`src/rtl/uart_wb_echo_master.sv`:
```
// uart_wb_echo_master: Wishbone master that initialises a 16550 UART, then echoes received bytes back out.
module uart_wb_echo_master #(
  parameter logic [15:0] DIVISOR   = 16'd27,
  parameter logic [7:0]  LCR_VALUE = 8'h03,
  parameter logic [7:0]  FCR_VALUE = 8'hC6,
  parameter logic [7:0]  XOR_MASK  = 8'h00,
  parameter int          TIMEOUT   = 16
) (
  input  logic       wb_clk_i,
  input  logic       wb_rst_i,
  input  logic       echo_en_i,
  output logic [4:0] wb_adr_o,
  output logic [7:0] wb_dat_o,
  input  logic [7:0] wb_dat_i,
  output logic       wb_we_o,
  output logic       wb_stb_o,
  output logic       wb_cyc_o,
  output logic [3:0] wb_sel_o,
  input  logic       wb_ack_i,
  output logic       init_done_o,
  output logic       rx_valid_o,
  output logic [7:0] rx_byte_o,
  output logic [7:0] echo_count_o,
  output logic       bus_err_o
);
  localparam int TW = $clog2(TIMEOUT + 1);
  typedef enum logic [3:0] {
    INIT_DLAB, INIT_DLL, INIT_DLM, INIT_LCR, INIT_FCR, POLL_RX, READ_RBR, POLL_TX, WRITE_THR
  } state_t;
  state_t state, state_d;
  logic act, act_d, we, we_d, tmo_hit;
  logic [TW-1:0] tmo, tmo_d;
  logic [2:0] adr, adr_d, acc_adr;
  logic [7:0] dat, dat_d, acc_dat;
  logic acc_we;
  logic init_done_d, rx_valid_d, err_d;
  logic [7:0] rx_byte_d, count_d;
  assign wb_cyc_o = act;
  assign wb_stb_o = act;
  assign wb_adr_o = {2'b00, adr};
  assign wb_dat_o = dat;
  assign wb_we_o  = we;
  assign wb_sel_o = 4'b0001;
  // Address, data and direction of the access each state issues
  always_comb begin
    acc_adr = 3'd0;
    acc_dat = 8'h00;
    acc_we  = 1'b0;
    case (state)
      INIT_DLAB:        {acc_adr, acc_dat, acc_we} = {3'd3, 8'h80, 1'b1};
      INIT_DLL:         {acc_adr, acc_dat, acc_we} = {3'd0, DIVISOR[7:0], 1'b1};
      INIT_DLM:         {acc_adr, acc_dat, acc_we} = {3'd1, DIVISOR[15:8], 1'b1};
      INIT_LCR:         {acc_adr, acc_dat, acc_we} = {3'd3, LCR_VALUE, 1'b1};
      INIT_FCR:         {acc_adr, acc_dat, acc_we} = {3'd2, FCR_VALUE, 1'b1};
      POLL_RX, POLL_TX: acc_adr = 3'd5;
      WRITE_THR:        {acc_adr, acc_dat, acc_we} = {3'd0, rx_byte_o ^ XOR_MASK, 1'b1};
      default: ;
    endcase
  end
  // A timed-out access finishes like an ack but never takes the success path
  always_comb begin
    state_d     = state;
    act_d       = act;
    tmo_d       = tmo;
    adr_d       = adr;
    dat_d       = dat;
    we_d        = we;
    init_done_d = init_done_o;
    rx_valid_d  = 1'b0;
    rx_byte_d   = rx_byte_o;
    count_d     = echo_count_o;
    err_d       = bus_err_o;
    tmo_hit     = act && !wb_ack_i && tmo == TW'(TIMEOUT - 1);
    if (!act && !(state == POLL_RX && !echo_en_i)) begin
      act_d = 1'b1;
      tmo_d = '0;
      adr_d = acc_adr;
      dat_d = acc_dat;
      we_d  = acc_we;
    end else if (act && (wb_ack_i || tmo_hit)) begin
      act_d = 1'b0;
      err_d = bus_err_o | tmo_hit;
      case (state)
        INIT_DLAB: state_d = INIT_DLL;
        INIT_DLL:  state_d = INIT_DLM;
        INIT_DLM:  state_d = INIT_LCR;
        INIT_LCR:  state_d = INIT_FCR;
        INIT_FCR: begin
          state_d     = POLL_RX;
          init_done_d = 1'b1;
        end
        POLL_RX:   state_d = (wb_ack_i && wb_dat_i[0]) ? READ_RBR : POLL_RX;
        READ_RBR: begin
          state_d    = wb_ack_i ? POLL_TX : POLL_RX;
          rx_valid_d = wb_ack_i;
          rx_byte_d  = wb_ack_i ? wb_dat_i : rx_byte_o;
        end
        POLL_TX:   state_d = wb_ack_i ? (wb_dat_i[5] ? WRITE_THR : POLL_TX) : POLL_RX;
        WRITE_THR: begin
          state_d = POLL_RX;
          count_d = echo_count_o + {7'd0, wb_ack_i};
        end
        default:   state_d = INIT_DLAB;
      endcase
    end else if (act) tmo_d = tmo + 1'b1;
  end
  always_ff @(posedge wb_clk_i) begin
    if (wb_rst_i) begin
      state        <= INIT_DLAB;
      act          <= 1'b0;
      tmo          <= '0;
      adr          <= '0;
      dat          <= '0;
      we           <= 1'b0;
      init_done_o  <= 1'b0;
      rx_valid_o   <= 1'b0;
      rx_byte_o    <= '0;
      echo_count_o <= '0;
      bus_err_o    <= 1'b0;
    end else begin
      state        <= state_d;
      act          <= act_d;
      tmo          <= tmo_d;
      adr          <= adr_d;
      dat          <= dat_d;
      we           <= we_d;
      init_done_o  <= init_done_d;
      rx_valid_o   <= rx_valid_d;
      rx_byte_o    <= rx_byte_d;
      echo_count_o <= count_d;
      bus_err_o    <= err_d;
    end
  end
endmodule

```
`config.mk`:
```
export PLATFORM = sky130hd
export DESIGN_NAME = uart_wb_echo_master
export DESIGN_NICKNAME = d
export VERILOG_FILES = /design/src/rtl/uart_wb_echo_master.sv
export SDC_FILE = /design/constraint.sdc
export NUM_CORES = 1
export LEC_CHECK = 0
export CAP_MARGIN = 30
export CORE_ASPECT_RATIO = 1.4
export CORE_UTILIZATION = 62
export CTS_BUF_LIST = sky130_fd_sc_hd__clkbuf_16
export DETAILED_ROUTE_END_ITERATION = 8
export DONT_BUFFER_PORTS = 1
export MAX_ROUTING_LAYER = met4
export PLACE_DENSITY = 0.78
export SYNTH_ARGS = -nofsm -noshare
export SYNTH_HDL_FRONTEND = slang
export SYNTH_SLANG_ARGS = --single-unit
```
`constraint.sdc`:
```
create_clock -name wb_clk_i -period 2.6 [get_ports wb_clk_i]
set_clock_uncertainty 0.2 [all_clocks]
set_input_delay 0.52 -clock wb_clk_i [delete_from_list [all_inputs] [get_ports wb_clk_i]]
set_output_delay 0.52 -clock wb_clk_i [all_outputs]
set_load 0.005 [all_outputs]
```
## After elaboration in Yosys (flattened, before gate mapping)

Index checks and enable logic that the tools add are counted.

| word-level totals | value |
|---|---|
| register bits after elaboration | 41 |
| output and inout port bits | 39 |
| input bits | 12 |
| logic and storage cells | 60 |

| operators by class | value |
|---|---|
| add/subtract/negate cells | 2 |
| eq/ne operators | 9 |
| reduce and logical (&&, ||, !) cells | 24 |
| bitwise operators | 4 |
| mux-type cells | 10 |

Operators by type and width:

| cell | number |
|---|---|
| 8-bit one-hot mux with 5 select lines | 1 |
| 4-bit one-hot mux with 8 select lines | 1 |
| 4-bit by 3-bit == test with 1-bit output (second input constant) | 4 |
| 3-bit one-hot mux with 4 select lines | 1 |
| 8-bit by 1-bit adder with 8-bit output | 1 |
| 4-bit by 2-bit == test with 1-bit output (second input constant) | 2 |
| 4-bit two-way mux | 2 |
| 2-bit OR reduction | 4 |
| 1-bit logical AND | 6 |
| 3-bit AND reduction | 2 |
| 6-bit OR reduction | 1 |
| 5-bit by 1-bit adder with 5-bit output (second input constant) | 1 |
| 5-bit by 4-bit == test with 1-bit output (second input constant) | 1 |
| 4-bit by 1-bit == test with 1-bit output (second input constant) | 1 |
| 4-bit == test (second input constant) | 1 |
| 1-bit zero test | 4 |
| 4-bit zero test | 1 |
| 2-bit two-way mux | 2 |
| 2-bit AND reduction | 2 |
| 4-bit AND reduction | 1 |
| 4-bit OR reduction | 1 |
| 1-bit two-way mux | 3 |
| 1-bit inverter | 3 |
| 2-bit nonzero test | 1 |
| other kinds (2) | 2 |

## Longest topological paths before layout

Gate-level depths: netlist of the first run.

| logic depth | value |
|---|---|
| word-level depth | 7 |
| mapped depth | 8 |
| depth with buffers taken out | 7 |

## Worst setup path after synthesis of the first run

OpenSTA, ideal clock, no wires.

| timing | value |
|---|---|
| path type | reg2reg |
| from | reg tmo[0] |
| to | reg echo_count_o[4] |
| slack | 427 ps |
| library setup time | 71 ps |
| data arrival time | 1902 ps |
| data required time | 2329 ps |
| cell stages (with the launch flop) | 9 |
| period minus slack after synthesis | 2173 ps |
| cell sequence | dfxtp_1 -> ha_1 -> and3_1 -> ha_1 -> o21a_1 -> buf_1 -> nand2_2 -> or3_1 -> a21oi_1 |

| on the way | value |
|---|---|
| cells in the longest elaborated chain, start to end | 5 |

Ends and longest elaborated chain:

| item | RTL line | RTL |
|---|---|---|
| start: declaration | 32 | `logic [TW-1:0] tmo, tmo_d;` |
| start signal: assignment | 123 | `tmo <= tmo_d;` |
| 5-bit by 4-bit == test with 1-bit output | 73 | `tmo_hit = act && !wb_ack_i && tmo == TW'(TIMEOUT - 1);` |
| 1-bit logical AND | 73 |  |
| 1-bit logical OR | 80 | `end else if (act && (wb_ack_i \|\| tmo_hit)) begin` |
| 1-bit logical AND | 80 |  |
| 3-bit AND reduction (no line) | n/a |  |
| end signal: assignment | 130 | `echo_count_o <= count_d;` |
| end: declaration | 23 | `output logic [7:0] echo_count_o,` |

Every way passes these cells.
A chain may end at the register's enable or synchronous reset.

## Worst setup path after layout of the first run

| timing | value |
|---|---|
| from | reg tmo[0] |
| to | reg echo_count_o[6] |

The elaborated chain is that of the path after synthesis.

==> run summary, run 1 <==
status = finished, final reports clean
Layout Cells excl Fill = 249
chip height = 67.9 um
min cycle time layout = 2.34 ns
Placed Area = 1890 sq um
vias post-DR = 1,581
first-pass GRT wire length = 6860 um
Seq/Total Area, Yosys = 42.7%
mapped cell area = 1920 sq um
FF-to-FF setup slack = 0.26 ns
Clock Latency Late Sink = 0.28 ns
ant diodes = 0
post-route setup slack = 0.258 ns
antenna viol nets, final = 0
vias in the first global route = 1,451
Fmax = 427 MHz
# H-tree levels = 2
Area contributors post-synth = dfxtp_1 43%, nor2_1 6.1%, mux2i_1 5.7%
Hold/Removal Path Class = primary input to register
Final Cycle Share = 90.1%
core area = 2910 sq um
Slew Limit Fails = 0
Min Hold Slack = 0.103 ns
Place WS = 0.261 ns
WL/cell = 17.4 um
post-CTS setup buffers = 0
gpl congestion = 0.828
1st-pass router iterations = 4
Worst Setup Start Kind = register
Max IR drop VDD = 0.000569 V
max_cap viols = 0
io pins = 51
Final Hold Viols = 0
number of gates resized after cts = 0
initial antenna violation count = 0
R2R cell count = 7
CTS tree = built
Clk pin slew, worst setup/hold paths = 0.06 ns
Synth Area per Inst = 8.78 sq um
leading area contributor after synthesis = dfxtp_1
drt drc = 0
CP Max Fanout = 11
Synth Instances = 219
CTS sink cnt = 41
Critical Path End Type = register
WS Path Type = register to register
final WL = 4330 um
placed cells = 242
reg-to-reg startpoint = tmo[0]$_SDFFE_PP0P_
leakage power = 0.768 nW
grt ovf = 0
Clock Tree Root = clkbuf_16
hold path start = wb_rst_i
hold_buf cts = 0
CTS buffer count = 5
Std-Cell Rows = 23
RSZ-0062 raised after global routing = no
Via density = 6.35
Least-Margin Pin Slew = 0.610 ns
# setup viols final = 0
total chip power = 1.33 mW
worst path required time = 2.62 ns
Iteration-0 DRC Markers = 53
#FFs+latches synth = 41
die area = 3330 sq um
Pwr Density = 660 nW/um^2
FFs w/ async S/R, synth = 0%
design area = 2020 sq um
commonest register cell after synthesis = dfxtp_1
TNS Setup = 0 ns
Min-Delay Path Depth = 1
Max Root-Sink Buffers = 2
Cell variety after synth = 47
Yosys Warn Count = 0
Initial Utilization = 66.2%
crit path DAT = 2.36 ns
Worst slew margin = 59.3%
Area Growth Syn to Fin = 4.94%
Post-DP HPWL = 2920 um
RR Endpoint = echo_count_o[6]$_SDFFE_PP0P_
post-synth top area share = 42.7%
fin nets = 228
hold worst-path end = wb_we_o$_SDFFE_PP0P_
IO buf count = 0
fin util = 69.4%
share of cells above drive strength 1 = 6.13%
Post-synth EDFFs = 0
pin count of the biggest net entering global routing = 35
Die X = 49.1 um
gr usage total = 28.6%
[per-layer routing]
metal / track usage [%] / share of wire (%)
met5: - / 0
met4: 14.3 / 2.8
met3: 10.0 / 8.2
met2: 47.8 / 52
met1: 29.9 / 37
[critical path: stages, from the launching register on]
cell and delay, ns:
dfxtp_1 0.39, ha_1 0.19, and3_1 0.17, ha_1 0.22
o21a_1 0.42, nand4_4 0.17, or3_1 0.38, a21oi_1 0.15
[cell usage in the layout (no fill, tap or decap), types with 2 or more instances in the layout]
| cell | instances |
|---|---|
| nor2_1 | 31 |
| ha_1 | 4 |
| buf_4 | 2 |
| nand2_1 | 12 |
| a22oi_1 | 2 |
| nand3_1 | 9 |
| a31oi_1 | 3 |
| mux2i_1 | 11 |
| inv_1 | 6 |
| o2bb2ai_1 | 4 |
| a21oi_1 | 17 |
| clkbuf_16 | 5 |
| nor3b_1 | 2 |
| dfxtp_1 | 41 |
| and3_1 | 4 |
| o21ai_0 | 9 |
| a21o_1 | 3 |
| nor3_1 | 4 |
| a311oi_1 | 2 |
| xor2_1 | 4 |
| conb_1 | 6 |
| or3_1 | 6 |
| nor2b_1 | 3 |
| a32o_1 | 2 |
[power by group]
group | switching (mW) | total (mW) | internal, mW | leakage [nW]
clock | 0.229 | 0.572 | 0.343 | 0.0685
combinational | 0.0551 | 0.0892 | 0.0341 | 0.367
sequential | 0.0259 | 0.671 | 0.645 | 0.333
[flip-flops by register name (all words and copies together) (netlist names)]
| name | cells |
|---|---|
| adr | 3 |
| bus_err_o | 1 |
| echo_count_o | 8 |
| init_done_o | 1 |
| rx_byte_o | 8 |
| rx_valid_o | 1 |
| state | 4 |
| tmo | 5 |
| wb_cyc_o | 1 |
| wb_dat_o | 8 |
| wb_we_o | 1 |
[synthesized netlist by cell type (4+ instances only)]
cell type   n
mux2i_1    11
ha_1        4
dfxtp_1    41
or3_1       6
and3_1      4
inv_1       5
o2bb2ai_1   4
buf_4       7
xor2_1      4
clkbuf_1    7
o21ai_0     9
nor2_1     31
nand2_1    12
a21oi_1    17
nand3_1     9
nor3_1      4
[how the worst max path moves through the flow]
stage | start | end | slack [ns] | cells past startpoint
floorplan | tmo[0]$_SDFFE_PP0P_ | echo_count_o[4]$_SDFFE_PP0P_ | 0.43 | 8
global placement | tmo[0]$_SDFFE_PP0P_ | echo_count_o[6]$_SDFFE_PP0P_ | 0.44 | 7
detailed placement | tmo[0]$_SDFFE_PP0P_ | echo_count_o[6]$_SDFFE_PP0P_ | 0.26 | 7
CTS | tmo[0]$_SDFFE_PP0P_ | echo_count_o[6]$_SDFFE_PP0P_ | 0.24 | 7
global route | tmo[0]$_SDFFE_PP0P_ | echo_count_o[6]$_SDFFE_PP0P_ | 0.1 | 7
finish | tmo[0]$_SDFFE_PP0P_ | echo_count_o[6]$_SDFFE_PP0P_ | 0.26 | 7
[final cells by class]
cell class | count | area, sq um
tap | 37 | 46.3
multi-input combinational | 157 | 985
timing repair buffer | 2 | 15.0
inverter | 5 | 18.8
clock inverter | 2 | 7.51
fill | 246 | 888
clock buffer | 5 | 125
sequential | 41 | 821
[cells by family (layout without fill, tap and decap cells)]
logic type / count (synthesis) / after routing / share of synthesized area [%]
AO/OA/AOI/OAI: 49 / 49 / 16.3
flip-flops: 41 / 41 / 42.7
AND/OR/NAND/NOR: 82 / 82 / 23.1
XOR/XNOR: 5 / 5 / 2.28
adder cells (fa/ha/maj): 4 / 4 / 2.60
other: 2 / 6 / 0.391
buffers and inverters: 25 / 14 / 6.90
multiplexers: 11 / 11 / 5.73
Note: power is estimated with default switching activity, not from simulation.
==> run 2: changes to the inputs <==
--- a/config.mk
+++ b/config.mk
@@ -13,6 +13,7 @@
 export DONT_BUFFER_PORTS = 1
 export MAX_ROUTING_LAYER = met4
 export PLACE_DENSITY = 0.78
+export REMOVE_ABC_BUFFERS = 1
 export SYNTH_ARGS = -nofsm -noshare
 export SYNTH_HDL_FRONTEND = slang
 export SYNTH_SLANG_ARGS = --single-unit
==> run 2 against run 1 <==
Effect of this change: wire length shrank 6.4%; count of clock-buffer cells in the layout stayed put; fmax decreased by 0.32%; non-clock buffer count down 1; sequential power hardly changed; first-iteration DRC count fell by 3.8%; critical path depth unchanged; via count shrank 3.7%; design area grew 0.99%; utilization increased by 0.69 points; die area unchanged; flip-flop and latch count did not move; critical endpoint is now echo_count_o[5]$_SDFFE_PP0P_.
==> run summary, run 2 (synthesized netlist as in run 1, its figures left out) <==
number of gates resized after cts = 0
Slew Limit Fails = 0
commonest non-fill, non-tap cell in the layout = dfxtp_1
1st-pass router iterations = 4
crit path DAT = 2.36 ns
Clock Tree Root = clkbuf_16
drt drc = 0
Die X = 49.1 um
Pwr Density = 697 nW/um^2
ant diodes = 0
max_cap viols = 0
# setup viols final = 0
RSZ-0062 raised after global routing = no
Max IR drop VDD = 0.000678 V
min cycle time layout = 2.35 ns
met1 Use GR = 27.4%
leakage power = 0.774 nW
gr usage total = 27.4%
vias post-DR = 1,523
CP Max Fanout = 11
Max Root-Sink Buffers = 2
post-CTS setup buffers = 0
pin count of the biggest net entering global routing = 35
Final Hold Viols = 0
area of the multi-input gates = 985 sq um
grt ovf = 0
io pins = 51
part of the power in the clock network = 46.6%
Reg power frac = 47.2%
Fmax = 426 MHz
Sw Ratio = 20.9%
FF/Latch Area = 821 sq um
Fillers = 239
Via density = 6.14
vias in the first global route = 1,488
antenna viol nets, final = 0
initial antenna violation count = 0
CTS sink cnt = 41
hold_buf cts = 0
Final Cycle Share = 90.4%
fin util = 70.1%
core area = 2910 sq um
IO buf count = 0
Internal = 1.12 mW
part of the power in combinational logic = 6.2%
CTS tree = built
Critical Path End Type = register
commonest non-fill, non-tap cells in the layout = 41 x dfxtp_1, 31 x nor2_1, 17 x a21oi_1
Worst Setup Start Kind = register
Clk pin slew, worst setup/hold paths = 0.05 ns
Initial Utilization = 66.2%
TNS Setup = 0 ns
status = finished, final reports clean
Area Growth Syn to Fin = 5.99%
WL/cell = 16.3 um
# H-tree levels = 2
Std-Cell Rows = 23
WS Path Type = register to register
total chip power = 1.42 mW
chip height = 67.9 um
die area = 3330 sq um
Hold/Removal Path Class = primary input to register
final WL = 4050 um
net switching power = 0.297 mW
gpl congestion = 0.908
met3 usage = 7.56%
Iteration-0 DRC Markers = 51
Clock Latency Late Sink = 0.28 ns
grt peak-use layer = met2
CTS buffer count = 5
first-pass GRT wire length = 6600 um
Worst slew margin = 54.9%
M2 GR Usage = 49.5%
share of cells above drive strength 1 = 6.64%
Least-Margin Pin Slew = 0.673 ns
Post-DP HPWL = 2890 um
worst path required time = 2.61 ns
fin nets = 227
run 2: cell count changes in the layout (fill, tap and decap cells not counted):
cell,previous run,this run
bufinv_16,0,1
inv_1,6,5
clkinv_1,1,0
clkinv_2,0,1
buf_4,2,1
run 2: worst paths after layout:
path                                     startpoint  slack [ns]                           end  cells after the start
worst max-delay path            tmo[0]$_SDFFE_PP0P_        0.25  echo_count_o[5]$_SDFFE_PP0P_                      7
worst min-delay path                       wb_rst_i        0.10      wb_dat_o[7]$_SDFFE_PP0P_                      1
worst max register to register  tmo[0]$_SDFFE_PP0P_        0.25  echo_count_o[5]$_SDFFE_PP0P_                      7
worst min register to register  adr[0]$_SDFFE_PP0P_        0.26           adr[0]$_SDFFE_PP0P_                      2
run 2: metrics by stage:
stage               hold WS, ns  instance area, sq um  std cells  worst slack (ns)
CTS                       0.105                  2040        248             0.262
floorplan                 0.242                  1820        203             0.538
finish                    0.103                  2040        248             0.250
global placement          0.256                  1880        241             0.432
detailed placement        0.264                  1880        241             0.315
global route             0.0986                  2040        248            0.0933
run 2: worst max-delay path, stage by stage, from the launching register on:
cell	delay, ns
dfxtp_1	0.38
ha_1	0.18
and3_1	0.16
ha_1	0.24
o21a_1	0.41
nand4_4	0.18
or3_1	0.37
a21oi_1	0.15
run 2: final cells by class:
cell class | count | area share, %
multi-input cells | 157 | 48.3
repair buffers | 1 | 0.368
clock buffers | 5 | 6.14
inverters | 5 | 0.921
well taps | 37 | 2.27
flip-flops and latches | 41 | 40.3
clock inverters | 2 | 1.72
run 2: power groups by stage:
stage / clock network, mW / registers [mW] / logic [mW]
detailed placement: 0 / 0.684 / 0.0860
global route: 0.699 / 0.674 / 0.0993
floorplan: 0 / 0.680 / 0.0667
global placement: 0 / 0.683 / 0.0841
finish: 0.662 / 0.671 / 0.0875
CTS: 0.675 / 0.671 / 0.0866
run 2: routing by layer:
layer	wire, um	share of wire, %
met4	55	1.4
met3	267	6.6
met1	1550	38
met2	2180	54
met5	0	0
==> run 3: changes to the inputs <==
--- a/config.mk
+++ b/config.mk
@@ -7,12 +7,12 @@
 export LEC_CHECK = 0
 export CAP_MARGIN = 30
 export CORE_ASPECT_RATIO = 1.4
-export CORE_UTILIZATION = 62
+export CORE_UTILIZATION = 56
 export CTS_BUF_LIST = sky130_fd_sc_hd__clkbuf_16
 export DETAILED_ROUTE_END_ITERATION = 8
 export DONT_BUFFER_PORTS = 1
 export MAX_ROUTING_LAYER = met4
-export PLACE_DENSITY = 0.78
+export PLACE_DENSITY = 0.71
 export REMOVE_ABC_BUFFERS = 1
 export SYNTH_ARGS = -nofsm -noshare
 export SYNTH_HDL_FRONTEND = slang
==> run 3 against run 2 <==
Effect of this change: total power increased by 1.1%; via count rose by 1.6%; largest power group is now the clock network; critical path type unchanged; first-iteration DRC count down 5.9%; register-to-register slack worse by 0.02 ns; worst hold slack better by 0.0062 ns; fmax is 0.83% lower; global-route usage decreased by 1.9 points; die area is 10% higher; worst setup slack worse by 0.020 ns; sequential share of layout area is 0.68 points lower; critical path depth unchanged.
==> run summary, run 3 (synthesized netlist as in run 1, its figures left out) <==
status = finished, final reports clean
die area = 3680 sq um
CP Cell Sequence = ha_1 -> and3_1 -> ha_1 -> o21a_1 -> nand4_4 -> or3_1 -> a21oi_1
WS Path Type = register to register
antenna viol nets, final = 0
worst path required time = 2.60 ns
Final Cycle Share = 91.1%
Initial Utilization = 60.4%
Pwr Density = 693 nW/um^2
CTS tree = built
CTS buffer count = 5
FF/Latch Area = 821 sq um
# H-tree levels = 2
Iteration-0 DRC Markers = 48
RSZ-0062 raised after global routing = no
Max IR drop VDD = 0.000440 V
Critical Path End Type = register
initial antenna violation count = 0
Max Root-Sink Buffers = 2
Reg power frac = 46.6%
max_cap viols = 0
Layout Cells excl Fill = 255
Internal = 1.13 mW
part of the power in the clock network = 46.9%
core area = 3180 sq um
first-pass GRT wire length = 6930 um
Worst slew margin = 64.4%
commonest non-fill, non-tap cells in the layout = 41 x dfxtp_1, 31 x nor2_1, 17 x a21oi_1
fin nets = 231
share of cells above drive strength 1 = 7.87%
number of gates resized after cts = 0
CP Launch Point = tmo[0]$_SDFFE_PP0P_
met3 usage = 7.22%
io pins = 51
met1 Use GR = 28.8%
net switching power = 0.309 mW
Clock Tree Root = clkbuf_16
IO buf count = 0
min cycle time layout = 2.37 ns
Least-Margin Pin Slew = 0.533 ns
Critical Path End = echo_count_o[6]$_SDFFE_PP0P_
vias in the first global route = 1,519
CP max stage cell = o21a_1
FF-to-FF setup slack = 0.23 ns
Fmax = 422 MHz
Std-Cell Rows = 24
commonest non-fill, non-tap cell in the layout = dfxtp_1
vias post-DR = 1,547
TNS Setup = 0 ns
max incr delay on CP = 0.43 ns
ant diodes = 0
part of the power in combinational logic = 6.5%
Post-DP HPWL = 2960 um
drt drc = 0
Final Hold Viols = 0
Hold/Removal Path Class = primary input to register
R2R cell count = 7
chip height = 71.3 um
grt peak-use layer = met2
Via density = 6.07
Die X = 51.5 um
most frequent CP cell = ha_1
post-CTS setup buffers = 0
Fillers = 291
Sw Ratio = 21.5%
Area Growth Syn to Fin = 7.81%
# setup viols final = 0
final WL = 4180 um
CTS sink cnt = 41
1st-pass router iterations = 4
Worst Setup Start Kind = register
Slew Limit Fails = 0
placed cells = 247
Clock Latency Late Sink = 0.28 ns
gr usage total = 25.5%
RR Endpoint = echo_count_o[6]$_SDFFE_PP0P_
reg-to-reg startpoint = tmo[0]$_SDFFE_PP0P_
Clk pin slew, worst setup/hold paths = 0.06 ns
hold_buf cts = 0
gpl congestion = 0.852
CP Max Fanout = 11
WL/cell = 16.4 um
crit path DAT = 2.37 ns
grt ovf = 0
M2 GR Usage = 42.4%
pin count of the biggest net entering global routing = 35
area of the multi-input gates = 985 sq um
leakage power = 0.797 nW
[run 3: changes by cell type in the layout (fill, tap and decap cells not counted), sizes merged]
cell / change
buf: +4
inv: +1
[run 3: critical path, delay by kind of cell (launching register included)]
family	cells	cell delay, ns
compound gates	2	0.58
fa+ha+maj	2	0.43
simple gates	3	0.72
flops	1	0.37
[run 3: cell type report]
type / count / share of cell area, %
inverters: 5 / 0.905
flip-flops and latches: 41 / 39.6
repair buffers: 5 / 1.81
clock buffers: 5 / 6.03
multi-input cells: 157 / 47.5
well taps: 39 / 2.35
clock inverters: 3 / 1.81
[run 3: worst min path at each step]
| stage | start | cells past startpoint | end |
|---|---|---|---|
| after floorplan | adr[0]$_SDFFE_PP0P_ | 2 | adr[0]$_SDFFE_PP0P_ |
| after global placement | adr[0]$_SDFFE_PP0P_ | 2 | adr[0]$_SDFFE_PP0P_ |
| after detailed placement | wb_we_o$_SDFFE_PP0P_ | 2 | wb_we_o$_SDFFE_PP0P_ |
| after CTS | wb_rst_i | 1 | echo_count_o[5]$_SDFFE_PP0P_ |
| after global routing | wb_rst_i | 1 | wb_dat_o[7]$_SDFFE_PP0P_ |
| final | wb_rst_i | 1 | adr[2]$_SDFFE_PP0P_ |
[run 3: layer usage]
| layer | vias up | part of all wire (%) |
|---|---|---|
| met4 | 0 | 0.91 |
| li1 | 754 | - |
| met2 | 45 | 53 |
| met3 | 4 | 5.5 |
| met5 | - | 0 |
| met1 | 744 | 41 |
[run 3: per-stage QoR]
stage	total power [mW]	worst slack, ns	instance area, sq um	util, %	hold slack (ns)
final	1.44	0.231	2070	65.1	0.110
after global routing	1.49	0.0966	2070	65.1	0.101
after CTS	1.44	0.241	2070	65.1	0.106
after detailed placement	0.776	0.270	1910	60.0	0.260
after global placement	0.773	0.401	1910	60.0	0.254
after floorplan	0.746	0.538	1820	-	0.242
[run 3: power groups by stage]
| stage | clock network (mW) | logic [mW] | registers [mW] |
|---|---|---|---|
| 4_1_cts | 0.679 | 0.0934 | 0.669 |
| 5_1_grt | 0.707 | 0.105 | 0.673 |
| 2_1_floorplan | 0 | 0.0667 | 0.680 |
| 6_report | 0.674 | 0.0931 | 0.670 |
| 3_3_place_gp | 0 | 0.0901 | 0.683 |
| 3_5_place_dp | 0 | 0.0926 | 0.683 |
